<file path="src/rtl/adder_share_seq.sv">
// rtl/adder_share_seq.sv - two-requester wide adder built by sequencing one shared 3-bit adder slice.
// Optional ADDER_CHECK_EN adds a sticky chk_err result self-check against a behavioural sum.
module adder_share_seq #(
  parameter int DIGITS = 4,
  parameter int SETTLE = 2
) (
  input  logic                clk,
  input  logic                rst,
  input  logic                req0_valid,
  output logic                req0_ready,
  input  logic [3*DIGITS-1:0] req0_a,
  input  logic [3*DIGITS-1:0] req0_b,
  input  logic                req0_cin,
  input  logic                req1_valid,
  output logic                req1_ready,
  input  logic [3*DIGITS-1:0] req1_a,
  input  logic [3*DIGITS-1:0] req1_b,
  input  logic                req1_cin,
  output logic                rsp_valid,
  input  logic                rsp_ready,
  output logic                rsp_id,
  output logic [3*DIGITS-1:0] rsp_sum,
  output logic                rsp_cout,
  output logic [2:0]          add_a,
  output logic [2:0]          add_b,
  output logic                add_c0,
  input  logic [2:0]          add_s,
  input  logic                add_c3,
  output logic                busy
`ifdef ADDER_CHECK_EN
  , output logic              chk_err
`endif
);

  localparam int W  = 3 * DIGITS;
  localparam int DW = (DIGITS > 1) ? $clog2(DIGITS) : 1;
  localparam int SW = (SETTLE > 1) ? $clog2(SETTLE) : 1;

  typedef enum logic [1:0] {IDLE, RUN, DONE} state_t;

  state_t          r_state;
  logic [W-1:0]    r_a;
  logic [W-1:0]    r_b;
  logic            r_carry;
  logic [DW-1:0]   r_digit;
  logic [SW-1:0]   r_cnt;
  logic            r_last_grant;

  logic            w_pick1;
  logic            w_any;
  logic            w_accept;
  logic            w_sample;
  logic            w_last;

  // Requester 1 wins when it is alone, or on a tie when requester 0 was served last.
  assign w_pick1  = req1_valid & (~req0_valid | ~r_last_grant);
  assign w_any    = req0_valid | req1_valid;
  assign w_accept = (r_state == IDLE) & w_any;

  assign req0_ready = (r_state == IDLE) & req0_valid & ~w_pick1;
  assign req1_ready = (r_state == IDLE) & w_pick1;

  assign w_sample = (r_state == RUN) & (r_cnt == SW'(SETTLE - 1));
  assign w_last   = w_sample & (r_digit == DW'(DIGITS - 1));

  // Slice inputs come straight from the low digit of the operand shift registers.
  assign add_a  = r_a[2:0];
  assign add_b  = r_b[2:0];
  assign add_c0 = r_carry;
  assign busy   = (r_state != IDLE);

  always_ff @(posedge clk or posedge rst) begin
    if (rst) begin
      r_state      <= IDLE;
      r_a          <= '0;
      r_b          <= '0;
      r_carry      <= 1'b0;
      r_digit      <= '0;
      r_cnt        <= '0;
      r_last_grant <= 1'b1;
      rsp_valid    <= 1'b0;
      rsp_id       <= 1'b0;
      rsp_sum      <= '0;
      rsp_cout     <= 1'b0;
    end else begin
      case (r_state)
        IDLE: begin
          if (w_accept) begin
            r_a          <= w_pick1 ? req1_a : req0_a;
            r_b          <= w_pick1 ? req1_b : req0_b;
            r_carry      <= w_pick1 ? req1_cin : req0_cin;
            rsp_id       <= w_pick1;
            r_last_grant <= w_pick1;
            r_digit      <= '0;
            r_cnt        <= '0;
            r_state      <= RUN;
          end
        end
        RUN: begin
          if (w_sample) begin
            rsp_sum[3*r_digit +: 3] <= add_s;
            r_carry <= add_c3;
            r_a     <= r_a >> 3;
            r_b     <= r_b >> 3;
            r_digit <= r_digit + 1'b1;
            r_cnt   <= '0;
            if (w_last) begin
              rsp_cout  <= add_c3;
              rsp_valid <= 1'b1;
              r_state   <= DONE;
            end
          end else begin
            r_cnt <= r_cnt + 1'b1;
          end
        end
        DONE: begin
          if (rsp_ready) begin
            rsp_valid <= 1'b0;
            r_carry   <= 1'b0;
            r_state   <= IDLE;
          end
        end
        default: r_state <= IDLE;
      endcase
    end
  end

`ifdef ADDER_CHECK_EN
  logic [W-1:0] r_ca;
  logic [W-1:0] r_cb;
  logic         r_ccin;
  logic         r_chk_pend;

  // The comparison runs on the first DONE cycle, once the top digit and carry are registered.
  always_ff @(posedge clk or posedge rst) begin
    if (rst) begin
      r_ca       <= '0;
      r_cb       <= '0;
      r_ccin     <= 1'b0;
      r_chk_pend <= 1'b0;
      chk_err    <= 1'b0;
    end else begin
      if (w_accept) begin
        r_ca   <= w_pick1 ? req1_a : req0_a;
        r_cb   <= w_pick1 ? req1_b : req0_b;
        r_ccin <= w_pick1 ? req1_cin : req0_cin;
      end
      if (w_last) begin
        r_chk_pend <= 1'b1;
      end else if (r_chk_pend) begin
        r_chk_pend <= 1'b0;
        if ({rsp_cout, rsp_sum} != ((W+1)'(r_ca) + (W+1)'(r_cb) + (W+1)'(r_ccin))) begin
          chk_err <= 1'b1;
        end
      end
    end
  end
`endif

endmodule

</file>
<file path="config.mk">
export PLATFORM = sky130hd
export DESIGN_NAME = adder_share_seq
export DESIGN_NICKNAME = d
export VERILOG_FILES = /design/src/rtl/adder_share_seq.sv
export SDC_FILE = /design/constraint.sdc
export NUM_CORES = 1
export LEC_CHECK = 0
export ABC_AREA = 1
export BUFFER_PORTS_ARGS = -buffer_cell sky130_fd_sc_hd__buf_4
export CORE_ASPECT_RATIO = 2
export CORE_MARGIN = 5
export CORE_UTILIZATION = 46
export DETAILED_ROUTE_END_ITERATION = 10
export GPL_ROUTABILITY_DRIVEN = 0
export PLACE_DENSITY = 0.76
export SYNTH_ARGS = -nofsm -noshare
export SYNTH_HDL_FRONTEND = slang
export SYNTH_SLANG_ARGS = --single-unit
</file>
<file path="constraint.sdc">
create_clock -name clk -period 1.5 [get_ports clk]
set_input_delay 0 -clock clk [delete_from_list [all_inputs] [get_ports clk]]
set_output_delay 0 -clock clk [all_outputs]
set_load 0.05 [all_outputs]
</file>
# == After elaboration in Yosys (flattened, before gate mapping) ==
# Cells that the tools add are included.
# totals
regBits,46
in_bits,59
output_inout_bits,25
wordCells,77
# classes
addsub,3
mul,1
eq_ne,7
shifts,2
muxes,28
n_bitwise,12
n_reduce_logical,13
# ops
op,n
2-to-1 mux 12 bit,6
one-hot mux 12 bit (2 select lines),2
negator 4 -> 34 bit,1
variable shift 3 x 34 -> 12 bit (first input constant),1
variable part select 3 x 34 -> 12 bit,1
bitwise mux 12 bit,1
2-to-1 mux 2 bit,6
AND reduction 4 bit,3
2-to-1 mux 1 bit,8
!= test 2 bit (second input constant),4
AND 1 bit,7
one-hot mux 2 bit (3 select lines),1
AND reduction 2 bit,3
AND reduction 3 bit,2
nonzero test 2 bit,3
== test 2 bit (second input constant),2
multiplier 2 x 2 -> 4 bit (first input constant),1
one-hot mux 1 bit (2 select lines),2
one-hot mux 2 bit (2 select lines),1
NOT 1 bit,3
one-hot mux 1 bit (3 select lines),1
nonzero test 3 bit,1
adder 2 x 1 -> 2 bit (second input constant),1
== test 2 x 1 -> 1 bit (second input constant),1
3 further kinds,4

# == Logic depth before layout (Yosys ltp) ==
# Gate-level depths: netlist of the first run.
# depth
ltp_word,6
ltp_mapped,9
mapped_depth_nobuf,8

# == Worst setup path after synthesis of the first run ==
# Ideal clock, no wire load.
# synth_path
path_kind,register to register
start,register r_state[0]
end,register rsp_id
setup_ns,0.068
arrival_ns,1.936
path_slack_ns,-0.504
stages_incl_launch_ff,7
path_buffers,0
cell_sequence,dfrtp_1 > inv_1 > ha_1 > inv_1 > nor2_1 > inv_1 > nand2_1
# synth_between
elab_chain_len,3
# synth_lines
item,line,text
"start, declared",41,state_t r_state;
"start signal, assigned",74,r_state <= IDLE;
"start signal, assigned",96,r_state <= RUN;
"start signal, assigned",110,r_state <= DONE;
logical NOT 2 bit (*),"58, 86",
AND 1 bit,58,assign w_accept = (r_state == IDLE) & w_any;
AND reduction 2 bit (no line) (*),--,
"end signal, assigned",92,rsp_id <= w_pick1;
"end, declared",21,"output logic rsp_id,"
# Mark *: on every way between the ends. The rest lies on a longest branch, timed or not.
# A chain may end at the register's enable or synchronous reset.

# == Final worst setup path of the first run ==
# layout_path
start,register r_state[0]
end,output req1_ready
# layout_between
elab_chain_len,2
# layout_lines
item,line,text
logical NOT 2 bit,61,assign req1_ready = (r_state == IDLE) & w_pick1;
AND 1 bit,61,
"end, declared",15,"output logic req1_ready,"
# Every way passes these cells.

==> impl_metrics.csv, run 1 <==
group,metric,value,unit
placement,dpl.hpwl,4.621,mm
timing,maxSlewHeadroom,64.66,%
clocking,clkLatencyLatePin,290,ps
final_layout,fin_nets,536,
die,die_area,0.007397,sq mm
placement,portBuffers,83,
final_layout,fin_cells,528,
power,powerDensity,2311,mW/mm^2
logic_synthesis,synth_nets,430,
worst_hold_path,min_path_type,"input pin to flop",
clocking,cts.clk_slew.worst_paths,60,ps
global_routing,grt_usage,19.03,%
timing,rsz0062_at_grt,"true",
setup_path,cp-end-kind,"output pin",
detailed_routing,first_iter_violations,137,
die,rows,39,
timing,drv_slew,0,
global_routing,overflow,0,
clocking,ctsRootBufferMaster,"clkbuf_16",
clocking,cts_tree,"done",
timing,min_period,1533,ps
timing,setup_viol,1,
global_routing,grt_pass1_wl,11.47,mm
logic_synthesis,synth_area_per_cell,7.278,sq um
clocking,htreeDepth,2,
logic_synthesis,ys_warn_count,0,
power,total_power,8770,uW
timing,hold_ws,-0.04602,ps
timing,hold_viol_final,1,
final_layout,drive_gt1_share,31.05,%
setup_path,cp.arrival,1530,ps
timing,fmax,652.4,MHz
logic_synthesis,ys_seq_elements,46,
timing,tightest_slew,529.4,ps
logic_synthesis,ys_seq_area_share,43.98,%
timing,layout_setup_ws,-32.87,ps
detailed_routing,drc,0,
global_routing,grt_pass1_vias,2563,
setup_path,ff2ff_setup_slack,0,ps
die,core,0.005612,sq mm
final_layout,antenna_cells,0,
timing,tns,-32.87,ps
global_routing,antenna_found_initial,0,
die,dieWidth,63.37,um
detailed_routing,totalWireLength,6.779,mm
status,status,"finished, violations left",
global_routing,grt_start_max_net_pins,46,
timing,fin_crit_sh,102.2,%
setup_path,crit_required,1500,ps
die,fp.dieH,116.7,um
logic_synthesis,synthDistinctLibCells,20,
power,vdd_ir_drop_max,2.173,mV
timing,fin_skew,5.812,ps
detailed_routing,via_per_inst,4.968,
placement,place_inst,504,
clocking,clockBufferDepth,2,
logic_synthesis,syn_inst,360,
setup_path,worstSetupStartpointType,"flop",
final_layout,area_delta_synth_final,44.84,%
detailed_routing,postRouteAntennaNets,0,
die,io_pins,84,
logic_synthesis,synth_top_area_share,42.98,%
flow_run,cap_viol_max_count,0,
logic_synthesis,yosysTopAreaCell,"dfrtp_1",
clocking,cts_buffers,5,
status,violations,"negative hold slack, negative setup slack",
detailed_routing,first_pass_iters,4,
detailed_routing,vias,2623,
detailed_routing,routedWlPerCell,12.84,um
setup_path,critPathKind,"flop to output pin",
logic_synthesis,netlist_area,0.002620,sq mm
clocking,clock-sinks,46,
die,start_util,46.69,%
setup_path,critPathMaxFanout,4,
logic_synthesis,synth.top_cells.by_area,"dfrtp_1, nand2_1, nand3_1",
power,p_leak,0.002033,uW
-- placed cells by master (no fill, tap or decap), drive strengths merged --
master / instances
nand2: 121
clkinvlp: 1
dfstp: 1
a21oi: 3
o211ai: 5
or2: 5
clkbuf: 6
ha: 11
dlygate4sd3: 9
inv: 24
nand4: 4
nor2: 50
buf: 110
a21boi: 1
nand3: 47
o21ai: 21
nor3: 1
bufinv: 2
dfrtp: 45
-- per-layer routing --
metal,up-vias,global-route usage (%),part of all wire [%]
li1,1346,-,-
met1,1177,23.52,42
met2,87,30.39,48
met3,13,5.775,7.9
met4,0,8.599,2.4
met5,-,0,0
-- worst paths after layout --
kind,from,end,cells after the start
max,r_state[0]$_DFFE_PP0P_,req1_ready,6
min,add_s[1],rsp_sum[7]$_DFFE_PP0P_,3
max reg2reg,r_state[0]$_DFFE_PP0P_,r_a[2]$_DFFE_PP0P_,9
min reg2reg,r_a[0]$_DFFE_PP0P_,r_a[0]$_DFFE_PP0P_,2
max in group asynchronous,rst,r_b[5]$_DFFE_PP0P_,4
min in group asynchronous,rst,r_a[3]$_DFFE_PP0P_,3
-- cell type report --
class | count | area, sq um
clock buffers | 6 | 138.9
fillers | 495 | 1817
multi-input cells | 269 | 1314
inverters | 25 | 97.59
clock inverters | 2 | 60.06
repair buffers | 119 | 955.9
flip-flops and latches | 46 | 1152
well taps | 61 | 76.32
-- flip-flops by register name (all words and copies together), names as in the netlist --
| signal | count |
|---|---|
| r_digit | 2 |
| r_last_grant | 1 |
| r_state | 2 |
| rsp_id | 1 |
| r_cnt | 1 |
| rsp_cout | 1 |
| rsp_sum | 12 |
| rsp_valid | 1 |
| r_b | 12 |
| r_a | 12 |
| add_c0 | 1 |
-- kinds of logic after synthesis --
kind of cell             synth area share (%)
adder cells (fa/ha/maj)                 5.253
AO/OA/AOI/OAI                           6.304
buffers and inverters                   8.071
flip-flops                              43.98
AND/OR/NAND/NOR                         36.39
-- critical path, stage by stage (launching register included) --
cell	delay, ps
dfrtp_1	420
inv_2	110
ha_4	160
clkinvlp_4	130
buf_6	150
nor2_4	110
buf_8	160
-- report_power, final --
| part | switching [uW] | total [uW] | internal (uW) |
|---|---|---|---|
| combinational | 3250 | 5100 | 1850 |
| sequential | 350 | 2210 | 1860 |
| clock | 465 | 1460 | 1000 |
-- stage by stage --
stage / setup WS, ps / hold slack, ps / utilization (%) / area (sq um)
final: -32.87 / -0.04602 / 67.63 / 3795
after global routing: -93.21 / 19.13 / 67.63 / 3795
after CTS: 9.096 / 3.441 / 66.64 / 3740
after detailed placement: -25.51 / 88.76 / 60.78 / 3411
after global placement: 0.8833 / 74.65 / 60.78 / 3411
after floorplan: -193.0 / 116.7 / - / 2669
-- repair_timing --
action,CTS,global route
setup endpoints to repair,27,41
hold buffers,9,0
hold endpoints to repair,30,0
gates resized for setup,6,10
gates cloned,0,0
buffers inserted,3,4
pin swaps,2,4
-- synthesized netlist by cell type --
cell type / number
nor2_1: 49
a21oi_1: 3
inv_1: 24
nand3_1: 46
or2_2: 5
nand3_2: 1
nor3_2: 1
nor2_2: 1
buf_4: 7
dfrtp_1: 45
dfstp_2: 1
inv_2: 1
a21boi_0: 1
nand2_2: 1
buf_2: 13
o211ai_1: 5
o21ai_0: 21
nand2_1: 120
ha_1: 11
nand4_1: 4
(Power assumes the default switching activity.)
==> run 2: changes to the inputs <==
==> constraint.sdc (replaced) <==
create_clock -name clk -period 1.5 [get_ports clk]
set_input_delay 0.3 -clock clk [delete_from_list [all_inputs] [get_ports clk]]
set_output_delay 0.3 -clock clk [all_outputs]
set_load 0.05 [all_outputs]
==> run 2 against run 1 <==
  * The run ends with negative setup slack left
  * Setup slack got worse by 84 ps
  * Sequential share of layout area did not move
  * Fmax fell by 5.2%
  * Global-route usage fell by 0.24 points
  * First-iteration DRC count rose by 28%
  * Via count rose by 0.30%
  * Critical path depth fell by 1
  * Sequential cell count did not move
  * Non-clock buffer count did not move
==> impl_metrics.csv, run 2 (synthesis gave the netlist of run 1 again) <==
group,metric,value,unit
detailed_routing,first_pass_iters,4,
final_layout,top_regs,"r_a (12), r_b (12), rsp_sum (12)",
clocking,clock-sinks,46,
clocking,cts_tree,"done",
global_routing,grt_pass1_vias,2559,
setup_path,critPathKind,"flop to output pin",
clocking,cts.clk_slew.worst_paths,60,ps
detailed_routing,routedWlPerCell,12.78,um
global_routing,antenna_found_initial,0,
timing,drv_slew,0,
timing,rsz0062_at_grt,"true",
setup_path,crit_family,"flip-flops",
setup_path,regToRegStartpoint,"r_state[1]$_DFFE_PP0P_",
setup_path,path_cells,"inv_2 -> ha_4 -> clkinvlp_4 -> nor2_4 -> buf_6",
final_layout,final_cell_mix,"nand2_1, buf_4, nand3_1",
placement,pre_cts_ws,-50.97,ps
die,core,0.005612,sq mm
clocking,clockBufferDepth,2,
placement,dpl.hpwl,4.719,mm
final_layout,drive_gt1_share,33.83,%
die,dieWidth,63.37,um
power,total_power,8814,uW
setup_path,crit_start,"r_state[1]$_DFFE_PP0P_",
status,violations,"negative setup slack",
timing,min_period,1617,ps
setup_path,cp-end-kind,"output pin",
setup_path,cp.arrival,1320,ps
die,io_pins,84,
clocking,clkLatencyLatePin,290,ps
global_routing,grt_usage,18.79,%
die,start_util,46.69,%
die,fp.dieH,116.7,um
die,die_area,0.007397,sq mm
detailed_routing,totalWireLength,6.746,mm
power,vdd_ir_drop_max,2.091,mV
timing,maxSlewHeadroom,81.75,%
status,status,"finished, violations left",
global_routing,grt_pass1_wl,11.34,mm
power,p_leak,0.002026,uW
detailed_routing,drc,0,
timing,fin_crit_sh,107.8,%
timing,hold_viol_final,0,
flow_run,cap_viol_max_count,0,
setup_path,crit_required,1200,ps
timing,fin_skew,4.867,ps
timing,setup_viol,30,
setup_path,worstSetupStartpointType,"flop",
worst_hold_path,min-delay-start,"add_c3",
worst_hold_path,min_path_type,"input pin to flop",
final_layout,fin_nets,536,
detailed_routing,via_per_inst,4.983,
detailed_routing,vias,2631,
final_layout,antenna_cells,0,
final_layout,area_delta_synth_final,44.84,%
setup_path,cp_slowest_stage_delay,390,ps
timing,layout_setup_ws,-116.7,ps
setup_path,crit_buf_inv,3,
global_routing,overflow,0,
detailed_routing,first_iter_violations,175,
final_layout,layout_commonest_cell,"nand2_1",
setup_path,critPathMaxFanout,4,
final_layout,fin_area,0.003795,sq mm
clocking,htreeDepth,2,
placement,portBuffers,83,
global_routing,grt_start_max_net_pins,46,
detailed_routing,postRouteAntennaNets,0,
power,powerDensity,2323,mW/mm^2
timing,tightest_slew,273.4,ps
clocking,ctsRootBufferMaster,"clkbuf_16",
die,rows,39,
clocking,cts_buffers,5,
timing,fmax,618.6,MHz
setup_path,cp_slowest_cell,"dfrtp_1",
placement,post_dp_cell_area,0.003468,sq mm
run 2: stage by stage:
stage	hold WS (ps)	util, %	setup TNS, ps	std cells
detailed placement	267.7	61.81	-653.1	509
global route	249.8	67.63	-4865	528
finish	240.0	67.63	-1838	528
global placement	259.5	61.81	-2.618	509
CTS	242.4	66.42	-1372	526
floorplan	416.7	-	-5013	360
run 2: what timing repair did:
item	in CTS	in global routing
setup buffers	8	3
resized for setup	7	17
setup endpoints to repair	24	44
hold buffers	1	0
hold endpoints to repair	8	0
cloned	0	0
pin swaps	0	4
run 2: path summary, 6_finish.rpt:
check,endpoint,depth (start not counted),slack (ps)
worst max-delay path,req1_ready,5,-120
worst min-delay path,rsp_cout$_DFFE_PP0P_,3,240
worst max register to register,r_a[8]$_DFFE_PP0P_,9,-90
worst min register to register,r_b[5]$_DFFE_PP0P_,2,480
max in group asynchronous,r_b[8]$_DFFE_PP0P_,4,570
min in group asynchronous,r_a[0]$_DFFE_PP0P_,3,510
run 2: final cells by class:
| class | instances | area [sq um] |
|---|---|---|
| Clock inverter | 3 | 45.04 |
| Timing Repair Buffer | 119 | 948.4 |
| Inverter | 25 | 100.1 |
| Sequential cell | 46 | 1152 |
| Fill cell | 487 | 1817 |
| Tap cell | 61 | 76.32 |
| Clock buffer | 5 | 125.1 |
| Multi-Input combinational cell | 269 | 1348 |
run 2: worst min-delay path, stage by stage:
cell     delay [ps]
buf_4            90
nand2_1          50
nand2_1          60
run 2: metal layers:
metal	track usage [%]	share of wire, %
met1	24.18	41
met2	31.14	49
met3	4.331	8.3
met5	0	0
met4	5.964	1.3
run 2: where the power goes:
group | internal [uW] | total, uW | switching [uW]
Combinational | 2000 | 5360 | 3360
Clock | 785 | 1260 | 478
Sequential | 1860 | 2190 | 331
==> run 3: changes to the inputs <==
- CORE_UTILIZATION: 46 -> 45
- PLACE_DENSITY: 0.76 -> 0.75
==> run 3 against run 2 <==
  * The run still ends with negative setup slack left
  * Register-to-register slack worse by 70 ps
  * Sequential share of layout area down 1.5 points
  * Non-clock buffer count up 2
  * Largest cell class unchanged
==> impl_metrics.csv, run 3 (synthesis gave the netlist of run 1 again) <==
group,metric,value,unit
status,status,"finished, violations left",
status,violations,"negative setup slack",
detailed_routing,routedWlPerCell,14.15,um
worst_hold_path,min_path_type,"input pin to async pin",
power,sw_frac_of_total,47.92,%
placement,place_inst,503,
placement,portBuffers,83,
timing,rsz0062_at_grt,"true",
die,io_pins,84,
die,dieWidth,63.96,um
power,powerDensity,2456,mW/mm^2
power,combPwrFrac,66.5,%
final_layout,final_cell_mix,"nand2_1, buf_4, nand3_1",
final_layout,fillers,468,
die,die_area,0.007541,sq mm
die,start_util,45.89,%
timing,fmax,594.0,MHz
die,core,0.005709,sq mm
die,fp.dieH,117.9,um
placement,dpl.hpwl,5.102,mm
timing,tightest_slew,325.8,ps
flow_run,cap_viol_max_count,0,
global_routing,grt_pass1_vias,2579,
detailed_routing,postRouteAntennaNets,0,
setup_path,crit_required,1200,ps
power,p_leak,0.002091,uW
setup_path,cp-end-kind,"output pin",
final_layout,fin_area,0.003991,sq mm
global_routing,antenna_found_initial,0,
clocking,clock-sinks,46,
timing,maxSlewHeadroom,78.18,%
final_layout,layout_commonest_cell,"nand2_1",
power,vdd_ir_drop_max,1.987,mV
die,rows,39,
detailed_routing,drc,0,
power,netSwitchingPower,4698,uW
detailed_routing,via_per_inst,5.178,
clocking,cts_tree,"done",
timing,fin_crit_sh,112.2,%
setup_path,worstSetupStartpointType,"flop",
setup_path,critPathKind,"flop to output pin",
setup_path,cp_slowest_stage_delay,400,ps
global_routing,grt_start_max_net_pins,47,
global_routing,overflow,0,
timing,setup_viol,30,
timing,layout_setup_ws,-183.6,ps
placement,pre_cts_ws,-111.7,ps
clocking,clkLatencyLatePin,290,ps
final_layout,top_regs,"r_a (12), r_b (12), rsp_sum (12)",
setup_path,path_cells,"inv_2 -> ha_4 -> clkinvlp_4 -> buf_4 -> buf_8",
setup_path,crit_family,"buffers and inverters",
clocking,cts_buffers,5,
power,seqPwrFrac,22.8,%
timing,hold_viol_final,0,
global_routing,grt_pass1_wl,11.67,mm
global_routing,grt_usage,18.95,%
final_layout,fin_nets,538,
placement,post_dp_cell_area,0.003436,sq mm
setup_path,critPathMaxFanout,3,
final_layout,area_delta_synth_final,52.34,%
timing,min_period,1684,ps
detailed_routing,vias,2739,
final_layout,fin_cells,529,
power,p_int,5105,uW
setup_path,crit_buf_inv,4,
final_layout,antenna_cells,0,
timing,fin_skew,5.499,ps
detailed_routing,first_iter_violations,125,
final_layout,drive_gt1_share,39.96,%
timing,drv_slew,0,
clocking,ctsRootBufferMaster,"clkbuf_16",
setup_path,cp_slowest_cell,"dfrtp_1",
detailed_routing,totalWireLength,7.483,mm
clocking,clockBufferDepth,2,
setup_path,cp.arrival,1380,ps
clocking,htreeDepth,2,
power,clkPwrFrac,10.8,%
detailed_routing,first_pass_iters,4,
clocking,cts.clk_slew.worst_paths,60,ps
[run 3: cell type report]
class	instances	area, sq um	share of cell area (%)
clock inverter	2	10.01	0.2508
sequential	46	1152	28.87
tap	61	76.32	1.912
timing repair buffer	121	1047	26.24
clock buffer	5	125.1	3.135
multi-input combinational	269	1475	36.96
inverter	25	105.1	2.633
[run 3: path summary, 6_finish.rpt]
check / from / end / slack (ps) / cells after the start
setup / recovery: r_state[1]$_DFFE_PP0P_ / busy / -180 / 5
setup reg to reg: r_state[1]$_DFFE_PP0P_ / r_cnt$_DFFE_PP0P_ / -160 / 8
hold / removal: rst / rsp_sum[0]$_DFFE_PP0P_ / 50 / 3
hold reg to reg: r_b[6]$_DFFE_PP0P_ / r_b[6]$_DFFE_PP0P_ / 480 / 2
min in group clk: add_c3 / rsp_cout$_DFFE_PP0P_ / 260 / 3
max in group asynchronous: rst / r_last_grant$_DFFE_PP1P_ / 1180 / 3
[run 3: what timing repair did]
| action | CTS | global route |
|---|---|---|
| resized for setup | 29 | 49 |
| pin swaps | 3 | 11 |
| cloned | 1 | 2 |
| setup buffers | 9 | 7 |
| endpoints found under the setup margin | 37 | 42 |
| hold buffers | 0 | 0 |
[run 3: power by group through the flow]
stage | clock network [uW] | logic (uW) | registers [uW]
2_1_floorplan | 0 | 3000 | 2840
6_report | 1060 | 6520 | 2230
3_3_place_gp | 0 | 4930 | 2210
5_1_grt | 1140 | 7110 | 2300
3_5_place_dp | 0 | 5020 | 2230
4_1_cts | 1080 | 5630 | 2210
[run 3: worst reg2reg max path: cells and delay by family, from the launching register on]
family	cells	cell delay, ps
AO/OA/AOI/OAI	1	130
adder cells (fa/ha/maj)	1	170
buffers and inverters	4	620
flip-flops	1	400
AND/OR/NAND/NOR	2	220
[run 3: layer usage]
layer	routed length (um)	track usage [%]	vias up	part of all wire [%]
met4	208	5.852	0	2.8
met3	432	3.820	15	5.8
met5	0	0	-	0
met2	4297	35.52	85	57
li1	-	-	1353	-
met1	2544	20.29	1286	34
[run 3: per-stage QoR]
stage	hold slack (ps)	TNS, ps	utilization [%]	power (uW)
finish	49.01	-3820	69.91	9803
global route	73.46	-6524	69.91	10540
CTS	58.94	-2167	65.64	8931
detailed placement	367.2	-1378	60.18	7254
global placement	360.9	-112.5	60.18	7136
floorplan	416.7	-5013	-	5844
